File: config.mk
export PLATFORM = sky130hd
export DESIGN_NAME = aes_round_ctrl
export DESIGN_NICKNAME = d
export VERILOG_FILES = /design/src/rtl/aes_pkg.sv /design/src/rtl/aes_round_ctrl.sv
export SDC_FILE = /design/constraint.sdc
export NUM_CORES = 1
export LEC_CHECK = 0
export ABC_AREA = 1
export CORE_AREA = 3 3 353 355
export DETAILED_ROUTE_END_ITERATION = 12
export DIE_AREA = 0 0 356 358
export HOLD_SLACK_MARGIN = 0.05
export PLACE_DENSITY_LB_ADDON = 0.05
export SKIP_LAST_GASP = 1
export SLEW_MARGIN = 20
export SYNTH_ARGS = -nofsm -noshare
export SYNTH_HDL_FRONTEND = slang
export SYNTH_SLANG_ARGS = --single-unit
File: constraint.sdc
create_clock -name clk -period 5.7 [get_ports clk]
set_clock_uncertainty 0.15 [all_clocks]
set_input_delay 0.855 -clock clk [delete_from_list [all_inputs] [get_ports clk]]
set_output_delay 0.855 -clock clk [all_outputs]
set_load 0.02 [all_outputs]
File: src/rtl/aes_pkg.sv
// Shared AES-128 constants and round-controller state encoding.
package aes_pkg;

  localparam int AES_NR    = 10;
  localparam int AES_BLK_W = 128;
  localparam int RK_IDX_W  = 4;

  typedef enum logic [2:0] {
    IDLE  = 3'd0,
    SUB   = 3'd1,
    MIX   = 3'd2,
    FINAL = 3'd3,
    DONE  = 3'd4
  } aes_state_e;

endpackage

File: src/rtl/aes_round_ctrl.sv
// Iterative AES-128 round sequencer: owns the state register and ARK XOR,
// drives the external SubBytes/ShiftRows and 1-cycle mixcolumns paths.
module aes_round_ctrl #(
  parameter int NR       = aes_pkg::AES_NR,
  parameter int RK_IDX_W = aes_pkg::RK_IDX_W
) (
  input  logic                          clk,
  input  logic                          rst,
  input  logic                          in_valid,
  output logic                          in_ready,
  input  logic [aes_pkg::AES_BLK_W-1:0] in_data,
  output logic [RK_IDX_W-1:0]           rk_idx,
  input  logic [aes_pkg::AES_BLK_W-1:0] rk_in,
  output logic [aes_pkg::AES_BLK_W-1:0] sbsr_in,
  input  logic [aes_pkg::AES_BLK_W-1:0] sbsr_out,
  output logic [aes_pkg::AES_BLK_W-1:0] mc_din,
  input  logic [aes_pkg::AES_BLK_W-1:0] mc_dout,
  output logic                          out_valid,
  input  logic                          out_ready,
  output logic [aes_pkg::AES_BLK_W-1:0] out_data,
  output logic                          busy
);

  import aes_pkg::*;

  localparam logic [RK_IDX_W-1:0] RK_LAST = RK_IDX_W'(NR);
  localparam logic [RK_IDX_W-1:0] RK_ONE  = RK_IDX_W'(1);

  aes_state_e               fsm_q;
  logic [RK_IDX_W-1:0]      round_q;
  logic [RK_IDX_W-1:0]      round_d;
  logic [AES_BLK_W-1:0]     state_q;
  logic                     in_ready_q;
  logic                     out_valid_q;
  logic                     busy_q;
  logic [RK_IDX_W-1:0]      rk_idx_q;

  assign round_d = round_q + RK_ONE;

  always_ff @(posedge clk or posedge rst) begin
    if (rst) begin
      fsm_q       <= IDLE;
      round_q     <= '0;
      state_q     <= '0;
      in_ready_q  <= 1'b1;
      out_valid_q <= 1'b0;
      busy_q      <= 1'b0;
      rk_idx_q    <= '0;
    end else begin
      unique case (fsm_q)
        IDLE: begin
          if (in_valid) begin
            state_q    <= in_data ^ rk_in;
            round_q    <= RK_ONE;
            in_ready_q <= 1'b0;
            busy_q     <= 1'b1;
            if (NR == 1) begin
              fsm_q    <= FINAL;
              rk_idx_q <= RK_LAST;
            end else begin
              fsm_q    <= SUB;
              rk_idx_q <= RK_ONE;
            end
          end
        end
        // State is held here so mc_din is identical in the following MIX.
        SUB: fsm_q <= MIX;
        MIX: begin
          state_q <= mc_dout ^ rk_in;
          round_q <= round_d;
          if (round_d == RK_LAST) begin
            fsm_q    <= FINAL;
            rk_idx_q <= RK_LAST;
          end else begin
            fsm_q    <= SUB;
            rk_idx_q <= round_d;
          end
        end
        FINAL: begin
          state_q     <= sbsr_out ^ rk_in;
          fsm_q       <= DONE;
          out_valid_q <= 1'b1;
        end
        DONE: begin
          if (out_ready) begin
            fsm_q       <= IDLE;
            round_q     <= '0;
            rk_idx_q    <= '0;
            out_valid_q <= 1'b0;
            busy_q      <= 1'b0;
            in_ready_q  <= 1'b1;
          end
        end
        default: fsm_q <= IDLE;
      endcase
    end
  end

  assign in_ready  = in_ready_q;
  assign out_valid = out_valid_q;
  assign busy      = busy_q;
  assign rk_idx    = rk_idx_q;
  assign sbsr_in   = state_q;
  assign mc_din    = sbsr_out;
  assign out_data  = state_q;

endmodule

Word level (Yosys, flattened, before mapping)
Cells that the tools add are included.

Add/subtract/negate cells: 1. Eq/ne operators: 7. Multiplexer cells: 18. Reduce and logical (&&, ||, !) cells: 10. $lt $le $gt $ge: 0. Bitwise operators: 3. Shifts and indexed selects: 0. Divide/modulo/power cells: 0. $mul: 0.

Operators by type and width (number): 128-bit case mux with 3 select lines (1); 128-bit bitwise XOR (3); 128-bit 2-to-1 mux (1); 4-bit case mux with 3 select lines (2); 3-bit case mux with 5 select lines (1); 4-bit 2-to-1 mux (3); 3-bit by 2-bit equality test with 1-bit output (second input constant) (2); 3-bit 2-to-1 mux (2); 1-bit case mux with 2 select lines (3); 2-bit AND reduction (3); 3-bit AND reduction (2); 3-bit nonzero test (2); 4-bit by 1-bit adder with 4-bit output (second input constant) (1); 4-bit equality test (second input constant) (1); 1-bit 2-to-1 mux (4); 2-bit != test (second input constant) (2); 2-bit nonzero test (2); 3-bit by 1-bit equality test with 1-bit output (second input constant) (1); 3-bit equality test (second input constant) (1); 3-bit zero test (1); 2-bit 2-to-1 mux (1).

Bits of input ports: 516. Bits in read-only memories: 0. Bits in registers: 142. Memories kept: 0. Logic and storage cells: 46. RAM bits: 0. Output and inout bits: 391. Bits in latches: 0.

Depth between registers and ports, before layout
Gate-level depths: netlist of the first run.

Depth after elaboration: 4. Depth in mapped cells: 9. Depth with buffers taken out: 7.

Least setup slack after synthesis of the first run
No wires, ideal clock.

Path type: input port to output port. From: input sbsr_out[0] in the netlist's numbering. To: output mc_din[0] in the netlist's numbering. Stages on the path: 1. Required time: 4.695 ns. Path buffers: 1. Setup slack: 3.706 ns. Data arrival time: 0.989 ns. Path through: buf_4.

RTL lines: start: declaration (RTL line aes_round_ctrl.sv:15) `input logic [aes_pkg::AES_BLK_W-1:0] sbsr_out,`; end: declaration (RTL line aes_round_ctrl.sv:16) `output logic [aes_pkg::AES_BLK_W-1:0] mc_din,`.

No word-level cell between the ends.

Worst setup path in the final report of the first run
From: register fsm_q[2]. To: register state_q[67], in the netlist out_data[67].

Cells in the longest elaborated chain, start to end: 3. Elaborated cells on any way between the ends: 7. Those cells by class: 3 x eq/ne; 1 x mux; 3 x reduce/logical.

RTL lines: start: declaration (RTL line aes_round_ctrl.sv:29) `aes_state_e fsm_q;`; start signal: assignment (RTL line aes_round_ctrl.sv:42) `fsm_q <= IDLE;`; start signal: assignment (RTL line aes_round_ctrl.sv:58) `fsm_q <= FINAL;`; start signal: assignment (RTL line aes_round_ctrl.sv:61) `fsm_q <= SUB;`; 3-bit by 2-bit equality test with 1-bit output / 3-bit zero test (equally long branches) (RTL line aes_round_ctrl.sv:50) `unique case (fsm_q)`; 3-bit nonzero test (no source line) / 2-bit != test (equally long branches); 2-bit AND reduction (no source line); end signal: assignment (RTL line aes_round_ctrl.sv:53) `state_q <= in_data ^ rk_in;`; end signal: assignment (RTL line aes_round_ctrl.sv:69) `state_q <= mc_dout ^ rk_in;`; end signal: assignment (RTL line aes_round_ctrl.sv:80) `state_q <= sbsr_out ^ rk_in;`; end: declaration (RTL line aes_round_ctrl.sv:32) `logic [AES_BLK_W-1:0] state_q;`.

Parallel ways exist; a longest one is shown, timed or not. A chain may end at the register's enable or synchronous reset.

==> results of run 1 <==
flip-flops by register name (all words and copies together) (netlist names):
| signal | count |
|---|---|
| busy | 1 |
| out_valid | 1 |
| out_data | 128 |
| rk_idx | 4 |
| fsm_q | 3 |
| in_ready | 1 |
| round_q | 2 |
worst max path at each step:
stage                         to  slack [ps]  depth (start not counted)
finish              out_data[67]        2110                          6
CTS                 out_data[49]        1910                          6
global route        out_data[67]        1790                          6
floorplan                   busy         940                          1
detailed placement  out_data[49]        1920                          6
global placement    out_data[78]        1940                          6
cell families after synthesis:
group | after synthesis | share of synthesized area [%]
and+or+nand+nor | 1190 | 45.9
buffers and inverters | 511 | 25.8
DFF | 140 | 27.7
AOI/OAI and AO/OA | 6 | 0.257
xor gates and xnor gates | 2 | 0.139
adders and majority gates | 2 | 0.198
stage by stage:
stage / power [W] / cell area [um2] / utilization, %
floorplan: 0.00677 / 12600 / -
global placement: 0.00994 / 21200 / 17.4
detailed placement: 0.00995 / 21200 / 17.4
CTS: 0.0113 / 21800 / 17.9
global route: 0.0118 / 21800 / 17.9
finish: 0.0109 / 21800 / 17.9
final cells by class:
type | instances | area [um2]
inverter | 139 | 537
clock inverter | 10 | 88.8
antenna | 12 | 30.0
fill | 13700 | 99900
sequential | 140 | 3510
tap | 1625 | 2030
multi-input combinational | 1200 | 5880
timing repair buffer | 920 | 9240
clock buffer | 22 | 484
cell usage in the layout, fill, tap and decap left out, types with 10 or more instances in the layout:
cell | netlist | final
sky130_fd_sc_hd__clkdlybuf4s50_1 | 0 | 906
sky130_fd_sc_hd__nand2_1 | 485 | 484
sky130_fd_sc_hd__nand3_1 | 381 | 381
sky130_fd_sc_hd__nand4_1 | 257 | 257
sky130_fd_sc_hd__dfrtp_1 | 139 | 137
sky130_fd_sc_hd__inv_1 | 137 | 136
sky130_fd_sc_hd__nand2_2 | 50 | 50
sky130_fd_sc_hd__clkbuf_16 | 0 | 17
sky130_fd_sc_hd__diode_2 | 0 | 12
sky130_fd_sc_hd__nand3_2 | 10 | 10
report_power, final:
group	total, W	internal, W	switching (W)
Clock	0.00122	0.000644	0.000572
Combinational	0.00739	0.00289	0.00450
Sequential	0.00229	0.00152	0.000772
worst max-delay path: cells and delay by family, from the launching register on:
kind | cells | cell delay [ps]
DFF | 1 | 500
and+or+nand+nor | 4 | 1330
buffers and inverters | 2 | 1260
metal layers:
layer / global-route usage [%] / up-vias / wire, um
li1: - / 7183 / -
met1: 15.3 / 7268 / 35800
met2: 24.9 / 545 / 46900
met3: 4.22 / 62 / 5910
met4: 2.62 / 22 / 805
met5: 0 / - / 165
==> PnR_summary.wiki, run 1 <==
{| class="wikitable"
! Metric !! Value
|-
| Count of flip-flops with a built-in enable after synthesis || 0
|-
| Final weighted congestion in routability-driven placement || between 0.7 and 0.8
|-
| Aggregate routed wire length || 89.5 mm
|-
| Row cnt || between 100 and 150
|-
| Post-Syn Area per Cell || about 6.8 um2
|-
| Power per cell area || approximately 500 mW/mm2
|-
| Library cell with the highest instance count after synthesis || sky130_fd_sc_hd__nand2_1
|-
| Number of distinct library cells after synthesis || 27
|-
| Number of setup buffers added after CTS || 0
|-
| Startpoint class of the critical path || flop
|-
| Via count of the first global-routing pass || 15600
|-
| MaxCap Viol Count || 0
|-
| Port-buffer cells || a little over 900
|-
| Average routed wire per standard cell || 22.0 um
|-
| Pre-CTS setup slack || between 1500 and 2000 ps
|-
| Final setup margin || about 2100 ps
|-
| Final ANT Viol Nets || 0
|-
| Worst Hold Endpoint || in_ready
|-
| RR Startpoint || fsm_q[2]
|-
| Overall track demand over capacity in global routing || between 10 and 15%
|-
| Proportion of synthesized flip-flops having asynchronous set or reset || 100%
|-
| Number of setup violations in the final report || 0
|-
| Cells along the critical path || inv_6, nand2_8, nand2_4, buf_4, nand3_1, nand2_1
|-
| Synth top cells by count || sky130_fd_sc_hd__nand2_1 (485), sky130_fd_sc_hd__nand3_1 (381), sky130_fd_sc_hd__buf_4 (264)
|-
| Final HPWL DP || 66.7 mm
|-
| Fraction of layout cells with a size suffix above 1 || under 10%
|-
| Mapped Nets || about 2400
|-
| Yosys warns || 0
|-
| Clock root cell || sky130_fd_sc_hd__clkbuf_16
|-
| Final routed DRC violation total || 0
|-
| Required arrival time at the worst endpoint || roughly 6000 ps
|-
| Cell type contributing the most total cell area after synthesis || sky130_fd_sc_hd__dfrtp_1
|-
| Post-synth top area share || about 28%
|-
| Reg clk slew, reported paths || 70 ps
|-
| Final count of hold timing violations || 0
|-
| Final period util || 62.9%
|-
| Hold Path Cell Cnt || 2
|-
| Status || complete, no violations
|-
| Die X-Extent || between 300 and 400 um
|-
| Type of element capturing the critical path || flop
|-
| Fin Setup TNS || 0 ps
|-
| Num CTS Buffers || 17
|-
| CTS H-Tree Depth || 4
|-
| Leakage power || 9.17 nW
|-
| Launch point of the critical path || fsm_q[2]
|-
| Number of nets in the layout || 2936
|-
| Initial antenna violation count || 32
|-
| Count of placed standard cells in the final layout, fillers left out || about 4100
|-
| RSZ-0062 raised after global routing || false
|-
| Resize count post-CTS || 0
|-
| Max Fanout on Critical Path || 62
|-
| Initial Utilization || approximately a tenth
|-
| Max stage delay cell, worst path || sky130_fd_sc_hd__buf_4
|-
| Worst-Margin Slew || roughly 1200 ps
|-
| I/O pins || about 910
|-
| FMAX || between 0.2 and 0.3 GHz
|-
| Total congestion overflow || 0
|-
| Mean number of vias per cell || 3.71
|-
| Hold path startpoint || in_ready
|-
| Maximum vdd ir drop || between 400 and 500 uV
|-
| Shortest period the worst path allows || about 3600 ps
|-
| Number of synthesized register bits || 140
|-
| Slew Limit Headroom || between 20% and 30%
|-
| Clock tree from TritonCTS || yes
|-
| Overall via count from detail_route || 15100
|-
| Cells after DPL || approximately 4000
|-
| Worst hold path class || reg -> reg
|-
| Fin Hold WS || around 340 ps
|-
| Clk Latency, worst-skew pair || around 500 ps
|-
| Delay of the slowest cell on the worst path || between 700 and 800 ps
|-
| FF-to-FF End || out_data[67]
|-
| Primary flip-flop cell chosen by synthesis mapping || sky130_fd_sc_hd__dfrtp_1
|-
| Drt initial violations || around 650
|-
| Slew Limit Fails || 0
|-
| Area grow syn2layout || 72.6%
|-
| Number of buffers added to fix hold violations after cts || 0
|-
| First-pass GRT wire length || 122 mm
|-
| Reg2Reg Setup Slack || 2110 ps
|-
| Critical path class || reg -> reg
|-
| Pin count of the biggest net entering global routing || around 160
|-
| Number of buffers on the longest clock path || 2
|-
| Number of sinks handled by clock tree synthesis || 140
|-
| DIE AREA || ~0.13 mm2
|-
| Share of synthesized area occupied by flip-flops and latches || 27.7%
|-
| Core outline area || roughly 0.12 mm2
|-
| Count of mapped cells out of synthesis || about 1900
|-
| Cell depth of the worst flop-to-flop path || 6
|-
| CP arrival || between 3000 and 4000 ps
|-
| Top area cells in the synthesized netlist || sky130_fd_sc_hd__dfrtp_1 (28%), sky130_fd_sc_hd__buf_4 (16%), sky130_fd_sc_hd__nand3_1 (15%), sky130_fd_sc_hd__nand2_1 (14%), sky130_fd_sc_hd__nand4_1 (13%)
|-
| Total standard cell area after synthesis || ~0.013 mm2
|-
| Drt first pass iters || 4
|-
| Die extent in y || 358 um
|}
(Power assumes the default switching activity.)
==> run 2: changes to the inputs <==
clock period = 3.66 ns   (was 5.7 ns; I/O delays follow)
==> run 2 against run 1 <==
Core utilization is 0.23 points higher; critical path depth shrank 4; global-route usage fell by 0.42 points; non-clock buffer count up 15; sequential power rose by 52%; clock-buffer cell count fell by 3; die area unchanged; hold slack worse by 140 ps; total power increased by 58%; wire length decreased by 2.4%; register-to-register slack lost 840 ps; design area grew 1.3%; critical path type is now in -> out.
==> PnR_summary.wiki, run 2 (synthesized netlist as in run 1, its figures left out) <==
{| class="wikitable"
! Metric !! Value
|-
| Overall via count from detail_route || approximately 15000
|-
| Row cnt || around 130
|-
| Fin Setup TNS || 0 ps
|-
| FF-to-FF End || out_data[75]
|-
| Number of setup violations in the final report || 0
|-
| Cells along the critical path || clkdlybuf4s50_1, clkdlybuf4s50_1
|-
| Final count of hold timing violations || 0
|-
| Reg2Reg Setup Slack || roughly 1300 ps
|-
| I/O pins || between 900 and 1000
|-
| Maximum vdd ir drop || 681 uV
|-
| Clk Latency, worst-skew pair || roughly 490 ps
|-
| Worst-Margin Slew || slightly below 700 ps
|-
| Final period util || a little over two thirds
|-
| Fraction of layout cells with a size suffix above 1 || under 10%
|-
| Number of sinks handled by clock tree synthesis || between 100 and 150
|-
| Delay of the slowest cell on the worst path || ~670 ps
|-
| Final HPWL DP || 67.1 mm
|-
| Initial Utilization || between 10 and 15%
|-
| Critical path class || in -> out
|-
| Number of cells on the critical path || 2
|-
| Clock tree from TritonCTS || yes
|-
| CP top delay family || buffers and inverters
|-
| DIE AREA || between 0.1 and 0.15 mm2
|-
| MaxCap Viol Count || 0
|-
| Crit path top cell by count || sky130_fd_sc_hd__clkdlybuf4s50_1
|-
| Power per cell area || approximately 800 mW/mm2
|-
| Top library cells by usage in the layout, fill and taps aside || sky130_fd_sc_hd__clkdlybuf4s50_1 (906), sky130_fd_sc_hd__nand2_1 (484), sky130_fd_sc_hd__nand3_1 (381)
|-
| FMAX || 0.389 GHz
|-
| Resize count post-CTS || 0
|-
| Drt initial violations || 676
|-
| Launch point of the critical path || sbsr_out[124]
|-
| Pin count of the biggest net entering global routing || 80
|-
| CP arrival || 1870 ps
|-
| Clock root cell || sky130_fd_sc_hd__clkbuf_16
|-
| Count of placed standard cells in the final layout, fillers left out || just over 4000
|-
| Aggregate routed wire length || 87.4 mm
|-
| Post-layout utilization of the core || 18.1%
|-
| Leakage power || 9.30 nW
|-
| Max Fanout on Critical Path || 2
|-
| End point of the critical path || mc_din[124]
|-
| Slew Limit Fails || 0
|-
| Cell depth of the worst flop-to-flop path || 7
|-
| Die X-Extent || between 300 and 400 um
|-
| Type of element capturing the critical path || output port
|-
| Number of nets in the layout || slightly below 3000
|-
| Total congestion overflow || 0
|-
| Final ANT Viol Nets || 0
|-
| Num CTS Buffers || 17
|-
| Final weighted congestion in routability-driven placement || roughly 0.76
|-
| Reg clk slew, reported paths || 70 ps
|-
| Core outline area || 0.122 mm2
|-
| RSZ-0062 raised after global routing || false
|-
| Number of flip-flops under the largest register name || approximately 130
|-
| Number of buffers on the longest clock path || 2
|-
| First-pass GRT wire length || between 100 and 150 mm
|-
| Slew Limit Headroom || between 50% and 60%
|-
| Die extent in y || approximately 360 um
|-
| Average routed wire per standard cell || approximately 21 um
|-
| Drt first pass iters || 5
|-
| Final routed DRC violation total || 0
|-
| Area grow syn2layout || 74.8%
|-
| Sequential cell area || between 0.003 and 0.004 mm2
|-
| Number of buffers added to fix hold violations after cts || 0
|-
| Shortest period the worst path allows || ~2600 ps
|-
| Max stage delay cell, worst path || sky130_fd_sc_hd__clkdlybuf4s50_1
|-
| Startpoint class of the critical path || primary input
|-
| Number of setup buffers added after CTS || 0
|-
| Buffering stage count on the worst path with inverters included || 2
|-
| Area taken by multi-input logic gates || 0.00588 mm2
|-
| RR Startpoint || fsm_q[1]
|-
| Mean number of vias per cell || around 3.7
|-
| Worst hold path class || in -> async
|-
| Port-buffer cells || 906
|-
| CTS H-Tree Depth || 4
|-
| Initial antenna violation count || 39
|-
| Status || complete, no violations
|-
| Cells after DPL || roughly 4000
|-
| Via count of the first global-routing pass || around 15000
|-
| Required arrival time at the worst endpoint || just under 3000 ps
|-
| Overall track demand over capacity in global routing || approximately an eighth
|-
| Fillers || between 10000 and 15000
|-
| Commonest non-fill, non-tap cell in the layout || sky130_fd_sc_hd__clkdlybuf4s50_1
|}
## run 2: cell types whose count changed in the layout (fill, tap and decap cells not counted), sizes merged
| cell | before | now |
|---|---|---|
| buf | 14 | 29 |
| diode | 12 | 16 |
| clkbuf | 22 | 19 |
| bufinv | 1 | 3 |
| clkinv | 5 | 4 |
| clkinvlp | 4 | 5 |
| inv | 139 | 140 |
## run 2: how the worst min path moves through the flow
stage	from	to	slack [ps]	cells past startpoint
global placement	out_valid	out_valid	320	2
finish	rst	out_data[58]	200	2
floorplan	round_q[2]	round_q[2]	330	2
CTS	rst	out_data[58]	130	2
global route	rst	out_data[60]	170	2
detailed placement	out_valid	out_valid	330	2
## run 2: area by class of cell
type	instances	share of cell area (%)
antenna	16	0.181
clock buffer	19	2.01
sequential	140	15.9
multi-input combinational	1200	26.6
clock inverter	13	0.748
inverter	139	2.42
timing repair buffer	935	42.9
tap	1625	9.21
## run 2: metrics by stage
step | worst slack [ps] | cell area, um2 | total power, W | hold WS, ps
after floorplan | 1210 | 12600 | 0.0105 | 333
after global placement | 1050 | 21400 | 0.0158 | 324
after detailed placement | 1040 | 21400 | 0.0158 | 328
after CTS | 1040 | 22000 | 0.0179 | 131
after global routing | 1010 | 22100 | 0.0187 | 173
final | 1090 | 22100 | 0.0172 | 198
## run 2: power by group
part / internal, W / switching, W
sequential: 0.00236 / 0.00112
combinational: 0.00472 / 0.00707
clock: 0.00109 / 0.000881
total: 0.00817 / 0.00907
## run 2: metal layers
layer	global-route usage, %	wire, um
met5	0	234
met4	3.60	1220
met3	4.04	6120
met2	23.9	45500
met1	14.5	34300
## run 2: worst register-to-register path, delay by kind of cell (launching register included)
kind          cells  cell delay [ps]
buf+inv           3              970
flops             1              710
simple gates      4              510
==> run 3: changes to the inputs <==
clock period = 2.6 ns   (was 3.66 ns; I/O delays follow)
==> run 3 against run 2 <==
Total power increased by 41%; sequential share of layout area is 0.15 points lower; critical path type unchanged; largest cell class unchanged; combinational power is 43% higher; non-clock buffer count is 25 higher; sequential power rose by 38%; final cell count rose by 0.61%.
==> PnR_summary.wiki, run 3 (synthesized netlist as in run 1, its figures left out) <==
{| class="wikitable"
! Metric !! Value
|-
| Status || complete, no violations
|-
| Clock root cell || sky130_fd_sc_hd__clkbuf_16
|-
| Area grow syn2layout || 76.4%
|-
| First-pass GRT wire length || around 120 mm
|-
| Overall track demand over capacity in global routing || 13.1%
|-
| Drt initial violations || around 670
|-
| I/O pins || 907
|-
| Top library cells by usage in the layout, fill and taps aside || sky130_fd_sc_hd__clkdlybuf4s50_1 (906), sky130_fd_sc_hd__nand2_1 (484), sky130_fd_sc_hd__nand3_1 (381)
|-
| Fillers || around 14000
|-
| Drt first pass iters || 4
|-
| Shortest period the worst path allows || ~2300 ps
|-
| Delay of the slowest cell on the worst path || 690 ps
|-
| Final setup margin || ~300 ps
|-
| Hold path startpoint || in_ready
|-
| Pin count of the biggest net entering global routing || 65
|-
| Number of setup violations in the final report || 0
|-
| Fin Setup TNS || 0 ps
|-
| Average routed wire per standard cell || 21.1 um
|-
| Initial antenna violation count || 39
|-
| Sequential cell area || 0.00351 mm2
|-
| CP arrival || 1760 ps
|-
| Resize count post-CTS || 0
|-
| Commonest non-fill, non-tap cell in the layout || sky130_fd_sc_hd__clkdlybuf4s50_1
|-
| Worst hold path class || reg -> reg
|-
| Area taken by multi-input logic gates || 0.00588 mm2
|-
| Crit path top cell by count || sky130_fd_sc_hd__clkdlybuf4s50_1
|-
| Met1 Use GR || between 10% and 20%
|-
| DIE AREA || between 0.1 and 0.15 mm2
|-
| Total congestion overflow || 0
|-
| Power per cell area || 1090 mW/mm2
|-
| FF-to-FF End || out_data[116]
|-
| CTS H-Tree Depth || 4
|-
| Clk Latency, worst-skew pair || 480 ps
|-
| Number of buffers added to fix hold violations after cts || 1
|-
| Critical path class || in -> out
|-
| Clock tree from TritonCTS || yes
|-
| Reg clk slew, reported paths || 70 ps
|-
| Number of flip-flops under the largest register name || between 100 and 150
|-
| Buffering stage count on the worst path with inverters included || 2
|-
| Pre-CTS setup slack || ~290 ps
|-
| Worst Hold Endpoint || in_ready
|-
| Cell depth of the worst flop-to-flop path || 7
|-
| Die X-Extent || ~360 um
|-
| Post-place instance area || around 0.022 mm2
|-
| Cells along the critical path || clkdlybuf4s50_1, clkdlybuf4s50_1
|-
| Worst-Margin Slew || around 640 ps
|-
| M2 GR Usage || roughly a quarter
|-
| Core outline area || about 0.12 mm2
|-
| Final routed DRC violation total || 0
|-
| RR Startpoint || fsm_q[2]
|-
| Row cnt || between 100 and 150
|-
| Overall via count from detail_route || 15200
|-
| Port-buffer cells || 906
|-
| FMAX || ~0.43 GHz
|-
| Aggregate routed wire length || 86.9 mm
|-
| Slew Limit Fails || 0
|-
| GR Layer Usage met3 || approximately 4.4%
|-
| Die extent in y || 358 um
|-
| Leakage power || ~9.4 nW
|-
| Required arrival time at the worst endpoint || approximately 2100 ps
|-
| MaxCap Viol Count || 0
|-
| Number of sinks handled by clock tree synthesis || between 100 and 150
|-
| CP top delay family || buffers and inverters
|-
| Top Usage Layer GRT || met2
|-
| Maximum vdd ir drop || ~950 uV
|-
| Mean number of vias per cell || 3.69
|-
| Max Fanout on Critical Path || 2
|-
| Startpoint class of the critical path || primary input
|-
| Slew Limit Headroom || between 50 and 60%
|-
| Initial Utilization || roughly 10%
|-
| Reg2Reg Setup Slack || ~400 ps
|-
| Via count of the first global-routing pass || about 16000
|-
| Number of buffers on the longest clock path || 2
|-
| Final period util || 88.6%
|-
| Hold Path Cell Cnt || 2
|-
| Final HPWL DP || ~70 mm
|-
| Final ANT Viol Nets || 0
|-
| Final weighted congestion in routability-driven placement || 0.749
|-
| Num CTS Buffers || 17
|-
| Number of nets in the layout || between 2000 and 3000
|-
| Final Instance Area || 0.0223 mm2
|-
| Type of element capturing the critical path || output port
|-
| Final count of hold timing violations || 0
|-
| RSZ-0062 raised after global routing || false
|-
| Number of setup buffers added after CTS || 0
|-
| Fraction of layout cells with a size suffix above 1 || about 6.3%
|-
| Max stage delay cell, worst path || sky130_fd_sc_hd__clkdlybuf4s50_1
|}
==> run 3: how the worst max path moves through the flow <==
| stage | startpoint | end | cells past startpoint |
|---|---|---|---|
| 3_3_place_gp | sbsr_out[124] | mc_din[124] | 2 |
| 6_report | sbsr_out[124] | mc_din[124] | 2 |
| 5_1_grt | fsm_q[2] | out_data[79] | 7 |
| 2_1_floorplan | rst | busy | 1 |
| 3_5_place_dp | sbsr_out[124] | mc_din[124] | 2 |
| 4_1_cts | out_data[123] | out_data[123] | 1 |
==> run 3: metrics by stage <==
step	util (%)	cells	total power [W]	hold slack [ps]
after detailed placement	17.8	4063	0.0223	328
after floorplan	-	1851	0.0148	333
after global placement	17.8	4063	0.0224	333
after CTS	18.3	4096	0.0252	300
final	18.3	4112	0.0243	339
after global routing	18.3	4107	0.0264	334
==> run 3: layer usage <==
layer,vias up,share of wire [%]
li1,7276,-
met3,86,6.9
met4,36,1.6
met1,7199,40
met2,563,52
met5,-,0.30
==> run 3: layout make-up <==
cell class	count	area share, %
inverters	139	2.40
clock buffers	18	1.97
repair buffers	960	43.6
clock inverters	14	0.539
well taps	1625	9.12
diodes	16	0.180
multi-input cells	1200	26.4
flip-flops and latches	140	15.8
==> run 3: power by group <==
group / internal [W] / switching [W]
clock network: 0.00134 / 0.00125
registers: 0.00333 / 0.00147
logic: 0.00689 / 0.0100
total: 0.0116 / 0.0127
